### src/rtl/mist_spi_master_if.sv
// Request/response bundle for mist_spi_master.
// master: byte requester; slave: the SPI engine.
interface mist_spi_master_if;
  logic [7:0] tx_data;
  logic       tx_valid;
  logic       tx_ready;
  logic [1:0] target;
  logic       cs_hold;
  logic       cs_release;
  logic [7:0] rx_data;
  logic       rx_valid;
  logic       busy;

  modport master (
    output tx_data, tx_valid, target,
    output cs_hold, cs_release,
    input  tx_ready, rx_data, rx_valid,
    input  busy
  );

  modport slave (
    input  tx_data, tx_valid, target,
    input  cs_hold, cs_release,
    output tx_ready, rx_data, rx_valid,
    output busy
  );
endinterface

### src/rtl/mist_spi_master.sv
// MiST SPI mode-0 byte master with four active-low selects.
// Ports: CLOCK_50/RESET, bus (tx/rx handshake), SPI_SCK/DI/DO,
// CONF_DATA0, SPI_SS2, SPI_SS3, SPI_SS4 (MIST_SPI_MASTER_SS4_EN).
module mist_spi_master #(
  parameter int unsigned CLKDIV = 2
) (
  input  logic CLOCK_50,
  input  logic RESET,
  mist_spi_master_if.slave bus,
  output logic SPI_SCK,
  output logic SPI_DI,
  input  logic SPI_DO,
  output logic CONF_DATA0,
  output logic SPI_SS2,
  output logic SPI_SS3
`ifdef MIST_SPI_MASTER_SS4_EN
  ,
  output logic SPI_SS4
`endif
);

`ifdef MIST_SPI_MASTER_SS4_EN
  localparam int NSEL = 4;
`else
  localparam int NSEL = 3;
`endif

  localparam logic [7:0] HALF = 8'(CLKDIV - 1);

  typedef enum logic [1:0] {
    IDLE,
    SHIFT_LO,
    SHIFT_HI,
    GAP
  } state_e;

  // Without SS4, target 11 yields no select (dummy clocks).
  function automatic logic [NSEL-1:0] sel_n(
    input logic [1:0] tgt
  );
    logic [NSEL-1:0] r;
    for (int i = 0; i < NSEL; i++) begin
      r[i] = (tgt != 2'(i));
    end
    return r;
  endfunction

  state_e          state_q, state_d;
  logic [7:0]      cnt_q, cnt_d;
  logic [2:0]      bit_q, bit_d;
  logic [7:0]      sh_q, sh_d;
  logic [7:0]      rsh_q, rsh_d;
  logic [7:0]      rxd_q, rxd_d;
  logic            rxv_q, rxv_d;
  logic            sck_q, sck_d;
  logic            di_q, di_d;
  logic [NSEL-1:0] cs_n_q, cs_n_d;
  logic [1:0]      tgt_q, tgt_d;
  logic            hold_q, hold_d;
  logic            held_q, held_d;
  logic            pend_q, pend_d;
  logic            rdy_q, rdy_d;
  logic            busy_q, busy_d;

  always_comb begin
    state_d = state_q;
    cnt_d   = cnt_q;
    bit_d   = bit_q;
    sh_d    = sh_q;
    rsh_d   = rsh_q;
    rxd_d   = rxd_q;
    rxv_d   = 1'b0;
    sck_d   = sck_q;
    di_d    = di_q;
    cs_n_d  = cs_n_q;
    tgt_d   = tgt_q;
    hold_d  = hold_q;
    held_d  = held_q;
    pend_d  = pend_q;
    unique case (state_q)
      IDLE: begin
        if (bus.tx_valid) begin
          sh_d   = bus.tx_data;
          tgt_d  = bus.target;
          hold_d = bus.cs_hold;
          held_d = 1'b0;
          cnt_d  = HALF;
          if (held_q && bus.target != tgt_q) begin
            // Retarget: deselect first, byte waits in sh_q.
            state_d = GAP;
            cs_n_d  = '1;
            pend_d  = 1'b1;
          end else begin
            state_d = SHIFT_LO;
            bit_d   = 3'd0;
            cs_n_d  = sel_n(bus.target);
            di_d    = bus.tx_data[7];
          end
        end else if (bus.cs_release && held_q) begin
          state_d = GAP;
          cnt_d   = HALF;
          cs_n_d  = '1;
          held_d  = 1'b0;
        end
      end
      SHIFT_LO: begin
        if (cnt_q == 8'd0) begin
          state_d = SHIFT_HI;
          cnt_d   = HALF;
          sck_d   = 1'b1;
          rsh_d   = {rsh_q[6:0], SPI_DO};
        end else begin
          cnt_d = cnt_q - 8'd1;
        end
      end
      SHIFT_HI: begin
        if (cnt_q == 8'd0) begin
          sck_d = 1'b0;
          cnt_d = HALF;
          if (bit_q != 3'd7) begin
            state_d = SHIFT_LO;
            bit_d   = bit_q + 3'd1;
            sh_d    = {sh_q[6:0], 1'b0};
            di_d    = sh_q[6];
          end else begin
            rxd_d = rsh_q;
            rxv_d = 1'b1;
            if (hold_q) begin
              state_d = IDLE;
              held_d  = 1'b1;
            end else begin
              state_d = GAP;
              cs_n_d  = '1;
            end
          end
        end else begin
          cnt_d = cnt_q - 8'd1;
        end
      end
      GAP: begin
        if (cnt_q == 8'd0) begin
          if (pend_q) begin
            state_d = SHIFT_LO;
            cnt_d   = HALF;
            bit_d   = 3'd0;
            cs_n_d  = sel_n(tgt_q);
            di_d    = sh_q[7];
            pend_d  = 1'b0;
          end else begin
            state_d = IDLE;
          end
        end else begin
          cnt_d = cnt_q - 8'd1;
        end
      end
      default: state_d = IDLE;
    endcase
    rdy_d  = (state_d == IDLE);
    busy_d = (state_d != IDLE);
  end

  always_ff @(posedge CLOCK_50) begin
    if (RESET) begin
      state_q <= IDLE;
      cnt_q   <= 8'd0;
      bit_q   <= 3'd0;
      sh_q    <= 8'd0;
      rsh_q   <= 8'd0;
      rxd_q   <= 8'd0;
      rxv_q   <= 1'b0;
      sck_q   <= 1'b0;
      di_q    <= 1'b0;
      cs_n_q  <= '1;
      tgt_q   <= 2'd0;
      hold_q  <= 1'b0;
      held_q  <= 1'b0;
      pend_q  <= 1'b0;
      rdy_q   <= 1'b1;
      busy_q  <= 1'b0;
    end else begin
      state_q <= state_d;
      cnt_q   <= cnt_d;
      bit_q   <= bit_d;
      sh_q    <= sh_d;
      rsh_q   <= rsh_d;
      rxd_q   <= rxd_d;
      rxv_q   <= rxv_d;
      sck_q   <= sck_d;
      di_q    <= di_d;
      cs_n_q  <= cs_n_d;
      tgt_q   <= tgt_d;
      hold_q  <= hold_d;
      held_q  <= held_d;
      pend_q  <= pend_d;
      rdy_q   <= rdy_d;
      busy_q  <= busy_d;
    end
  end

  assign bus.tx_ready = rdy_q;
  assign bus.rx_data  = rxd_q;
  assign bus.rx_valid = rxv_q;
  assign bus.busy     = busy_q;
  assign SPI_SCK      = sck_q;
  assign SPI_DI       = di_q;
  assign CONF_DATA0   = cs_n_q[0];
  assign SPI_SS2      = cs_n_q[1];
  assign SPI_SS3      = cs_n_q[2];
`ifdef MIST_SPI_MASTER_SS4_EN
  assign SPI_SS4      = cs_n_q[3];
`endif

endmodule

### src/flat_wrapper.sv
// flat-port wrapper written by rule: the top's interface ports become plain ports
module mist_spi_master_flat 
#(
  parameter int unsigned CLKDIV = 2
)
  (CLOCK_50, RESET, SPI_SCK, SPI_DI, SPI_DO, CONF_DATA0, SPI_SS2, SPI_SS3, bus_tx_data, bus_tx_valid, bus_target, bus_cs_hold, bus_cs_release, bus_tx_ready, bus_rx_data, bus_rx_valid, bus_busy);
  mist_spi_master_if bus_i ();
  input  logic CLOCK_50;
  input  logic RESET;
  output logic SPI_SCK;
  output logic SPI_DI;
  input  logic SPI_DO;
  output logic CONF_DATA0;
  output logic SPI_SS2;
  output logic SPI_SS3;
  input wire logic [$bits(bus_i.tx_data)-1:0] bus_tx_data;
  input wire logic [$bits(bus_i.tx_valid)-1:0] bus_tx_valid;
  input wire logic [$bits(bus_i.target)-1:0] bus_target;
  input wire logic [$bits(bus_i.cs_hold)-1:0] bus_cs_hold;
  input wire logic [$bits(bus_i.cs_release)-1:0] bus_cs_release;
  output wire logic [$bits(bus_i.tx_ready)-1:0] bus_tx_ready;
  output wire logic [$bits(bus_i.rx_data)-1:0] bus_rx_data;
  output wire logic [$bits(bus_i.rx_valid)-1:0] bus_rx_valid;
  output wire logic [$bits(bus_i.busy)-1:0] bus_busy;
  assign bus_i.tx_data = bus_tx_data;
  assign bus_i.tx_valid = bus_tx_valid;
  assign bus_i.target = bus_target;
  assign bus_i.cs_hold = bus_cs_hold;
  assign bus_i.cs_release = bus_cs_release;
  assign bus_tx_ready = bus_i.tx_ready;
  assign bus_rx_data = bus_i.rx_data;
  assign bus_rx_valid = bus_i.rx_valid;
  assign bus_busy = bus_i.busy;
  mist_spi_master #(.CLKDIV(CLKDIV)) u_core (.CLOCK_50(CLOCK_50), .RESET(RESET), .bus(bus_i), .SPI_SCK(SPI_SCK), .SPI_DI(SPI_DI), .SPI_DO(SPI_DO), .CONF_DATA0(CONF_DATA0), .SPI_SS2(SPI_SS2), .SPI_SS3(SPI_SS3));
endmodule
### config.mk
export PLATFORM = sky130hd
export DESIGN_NAME = mist_spi_master_flat
export DESIGN_NICKNAME = d
export VERILOG_FILES = /design/src/rtl/mist_spi_master_if.sv /design/src/rtl/mist_spi_master.sv /design/src/flat_wrapper.sv
export SDC_FILE = /design/constraint.sdc
export NUM_CORES = 1
export LEC_CHECK = 0
export ABC_AREA = 1
export BUFFER_PORTS_ARGS = -buffer_cell sky130_fd_sc_hd__buf_4
export CAP_MARGIN = 30
export CELL_PAD_IN_SITES_DETAIL_PLACEMENT = 2
export CELL_PAD_IN_SITES_GLOBAL_PLACEMENT = 2
export CORE_MARGIN = 2
export CORE_UTILIZATION = 31
export DETAILED_ROUTE_END_ITERATION = 16
export PLACE_DENSITY_LB_ADDON = 0.1
export SKIP_CTS_REPAIR_TIMING = 1
export SLEW_MARGIN = 20
export SYNTH_ARGS = -nofsm -noshare
export SYNTH_HDL_FRONTEND = slang
export SYNTH_SLANG_ARGS = --single-unit
### constraint.sdc
create_clock -name CLOCK_50 -period 1.7 [get_ports CLOCK_50]
set_input_delay 0.255 -clock CLOCK_50 [delete_from_list [all_inputs] [get_ports CLOCK_50]]
set_output_delay 0.255 -clock CLOCK_50 [all_outputs]
set_load 0.02 [all_outputs]
==> metrics.md <==
| Metric | Value |
|---|---|
| # H-tree levels | 2 |
| Initial core utilization | 31.6% |
| Worst Tran Pin Value | 0.442 ns |
| Mean Syn Cell Area | 6.83 um^2 |
| Post-route cell area | 3030 um^2 |
| Worst-path fanout max | 8 |
| Worst Path Required | 1.92 ns |
| Crit. End Element | register |
| Hold Fails Final Rpt | 0 |
| HP Class | in2reg |
| GR Overflow Total | 0 |
| Layout cells sized above 1 | 20.7% |
| Routed WL | 7330 um |
| Synthesized flop and latch total | 50 |
| Pwr Total | 6.28 mW |
| Final setup fails | 0 |
| Capture point of the worst reg-to-reg path | u_core.SPI_DI |
| Fin crit period | 1.60 ns |
| Worst Reg-to-Reg Cells | 10 |
| All-Layer GR Usage | 17.8% |
| WP buf/inv | 3 |
| Clk pwr share | 12.1% |
| Worst setup startpoint | u_core.state_q[1] |
| # port buffers | 31 |
| Fin. max-slew vios | 0 |
| WL/cell | 14.5 um |
| CTS root buf | clkbuf_8 |
| Vias in the first global route | 2533 |
| CP Class | reg2reg |
| Clock transition at path regs | 0.10 ns |
| Via/cell ratio | 4.77 |
| Post-DP HPWL | 5340 um |
| CTS tree | done |
| Die Ht | 92.3 um |
| Worst Clk Skew | 0.0160 ns |
| Setup TNS | 0 ns |
| Worst VDD drop | 484 uV |
| RD Place Congestion | 0.806 |
| Clock Tree Buf Depth | 2 |
| Top-level port count | 32 |
| Vias | 2416 |
| FF/Latch Area | 1000 um^2 |
| Syn. warnings | 0 |
| Placed inst area | 2830 um^2 |
| Sequential area share after synthesis | 41.4% |
| Reg power frac | 29.9% |
| Max-cap violations | 0 |
| Antenna Diode Count | 0 |
| Largest net degree at the start of global routing | 19 |
| Post-place setup slack | 0.0305 ns |
| Top delay family on crit path | simple AND/OR/NAND/NOR gates |
| Detail Route Antenna Nets | 0 |
| Core footprint | 7650 um^2 |
| Worst skew pair latency | 0.32 ns |
| RSZ-0062 raised after global routing | true |
| Die Wd | 92.3 um |
| Status | complete, no violations |
| Area of the multi-input gates | 1200 um^2 |
| First-pass GRT wire length | 12100 um |
| Critical Path End | u_core.SPI_DI |
| Met3 usage | 3.25% |
| Met1 usage | 22.5% |
| Post-Place Cells | 492 |
| Final Cycle Share | 93.8% |
| GRT Max-Usage Layer | met2 |
| Area growth, synth to finish | 25.2% |
| Comb pwr share | 58.0% |
| Most frequent cells in the layout | nand2_1, buf_4, inv_1 |
| CTS Sinks | 50 |
| Syn_nets | 373 |
| Initial antenna violation count | 0 |
| Pleak | 1.40 nW |
| DR pass1 iterations | 4 |
| Max incr delay on CP | 0.36 ns |
| FF-to-FF setup slack | 0.10 ns |
| Most frequent CP cell | nand2_1 |
| Switching share of power | 48.5% |
| DRC viols | 0 |
| Int Pwr | 3.23 mW |
| Fmax | 627 MHz |
| Synth cell types | 25 |
| Finished Layout Cells | 507 |
| Number of fill cells | 925 |
| Max stage delay cell, worst path | dfxtp_1 |
| Commonest non-fill, non-tap cell in the layout | nand2_1 |
| Initial DRC Count | 31 |
| M2 GR Usage | 31.6% |
| PwrDens | 2070 nW/um^2 |
| Synth Instances | 354 |
| Net count, final | 423 |
| Worst Setup Slack, final | 0.105 ns |
| CTS Buf Count | 5 |
| Row Count | 32 |
| Post-synthesis cell area | 2420 um^2 |
| Area of the die | 8520 um^2 |
| Worst path cell trace | buf_4 > nand2_1 > inv_1 > nand2_2 > nand2_1 > nor2_4 > buf_4 > nand4_1 > nand2_1 > nor2_1 |
| P_sw | 3.04 mW |
| Crit path DAT | 1.81 ns |
| CP Launch Type | register |
| Levels on crit path | 10 |
| Worst reg2reg path startpoint | u_core.state_q[1] |
| Slew headroom | 70.5% |
[tightest hold or removal path, cell delays in order]
cell     delay, ns
buf_4         0.11
nand2_1       0.05
a21oi_1       0.06
[how the worst min path moves through the flow]
stage / start / end / depth (start not counted)
final: bus_tx_data[0] / u_core.sh_q[0] / 3
after global routing: bus_tx_data[0] / u_core.sh_q[0] / 3
after CTS: bus_tx_data[0] / u_core.sh_q[0] / 3
after detailed placement: u_core.rsh_q[7] / u_core.rsh_q[7] / 2
after global placement: u_core.cnt_q[1] / u_core.cnt_q[1] / 2
after floorplan: RESET / u_core.cnt_q[6] / 1
[layer usage]
| metal | part of all wire (%) | up-vias |
|---|---|---|
| li1 | - | 1226 |
| met1 | 48 | 1162 |
| met2 | 49 | 24 |
| met3 | 2.6 | 4 |
| met4 | 0.70 | 0 |
| met5 | 0 | - |
[cell usage after synthesis (all sizes together)]
cell type | instances | area [um^2]
a21oi | 36 | 180
o21ai | 32 | 171
nand4 | 10 | 62.6
xor2 | 1 | 8.76
nand3b | 1 | 7.51
inv | 51 | 191
buf | 6 | 43.8
dfxtp | 50 | 1000
nand3 | 23 | 125
nand2 | 97 | 384
clkbuf | 3 | 11.3
nor2 | 38 | 178
nor3 | 3 | 15.0
ha | 3 | 37.5
[per-stage QoR]
| step | hold slack (ns) | util, % |
|---|---|---|
| 6_report | 0.216 | 39.6 |
| 3_3_place_gp | 0.452 | 37.0 |
| 5_1_grt | 0.241 | 39.6 |
| 2_1_floorplan | 0.324 | - |
| 4_1_cts | 0.213 | 38.2 |
| 3_5_place_dp | 0.461 | 37.0 |
[area by class of cell]
| cell class | instances | area share, % |
|---|---|---|
| Multi-Input combinational cell | 244 | 39.7 |
| Sequential cell | 50 | 33.2 |
| Timing Repair Buffer | 52 | 13.2 |
| Inverter | 51 | 6.45 |
| Tap cell | 102 | 4.22 |
| Clock buffer | 5 | 2.27 |
| Clock inverter | 3 | 0.868 |
[state kept, by name, summed over array words and instances (netlist names)]
name and flops:
u_core.SPI_DI 1, u_core.SPI_SCK 1, u_core.bit_q 3, u_core.bus.busy 1, u_core.bus.rx_data 8, u_core.bus.rx_valid 1
u_core.bus.tx_ready 1, u_core.cnt_q 8, u_core.cs_n_q 3, u_core.held_q 1, u_core.hold_q 1, u_core.pend_q 1
u_core.rsh_q 8, u_core.sh_q 8, u_core.state_q 2, u_core.tgt_q 2
[cell families (layout without fill, tap and decap cells)]
logic type | Yosys count | count (layout) | synth area share (%)
buffers and inverters | 60 | 111 | 10.2
DFF | 50 | 50 | 41.4
adders and majority gates | 3 | 3 | 1.55
and+or+nand+nor | 172 | 172 | 31.9
AOI/OAI and AO/OA | 68 | 68 | 14.5
xor gates and xnor gates | 1 | 1 | 0.362
[power groups by stage]
stage          registers (mW)  clock network [mW]  logic [mW]
2_1_floorplan            1.90                   0        2.32
3_3_place_gp             1.88                   0        3.25
3_5_place_dp             1.90                   0        3.38
4_1_cts                  1.87               0.789        3.41
5_1_grt                  1.94               0.830        4.17
6_report                 1.88               0.760        3.64
Note: power is estimated with default switching activity, not from simulation.
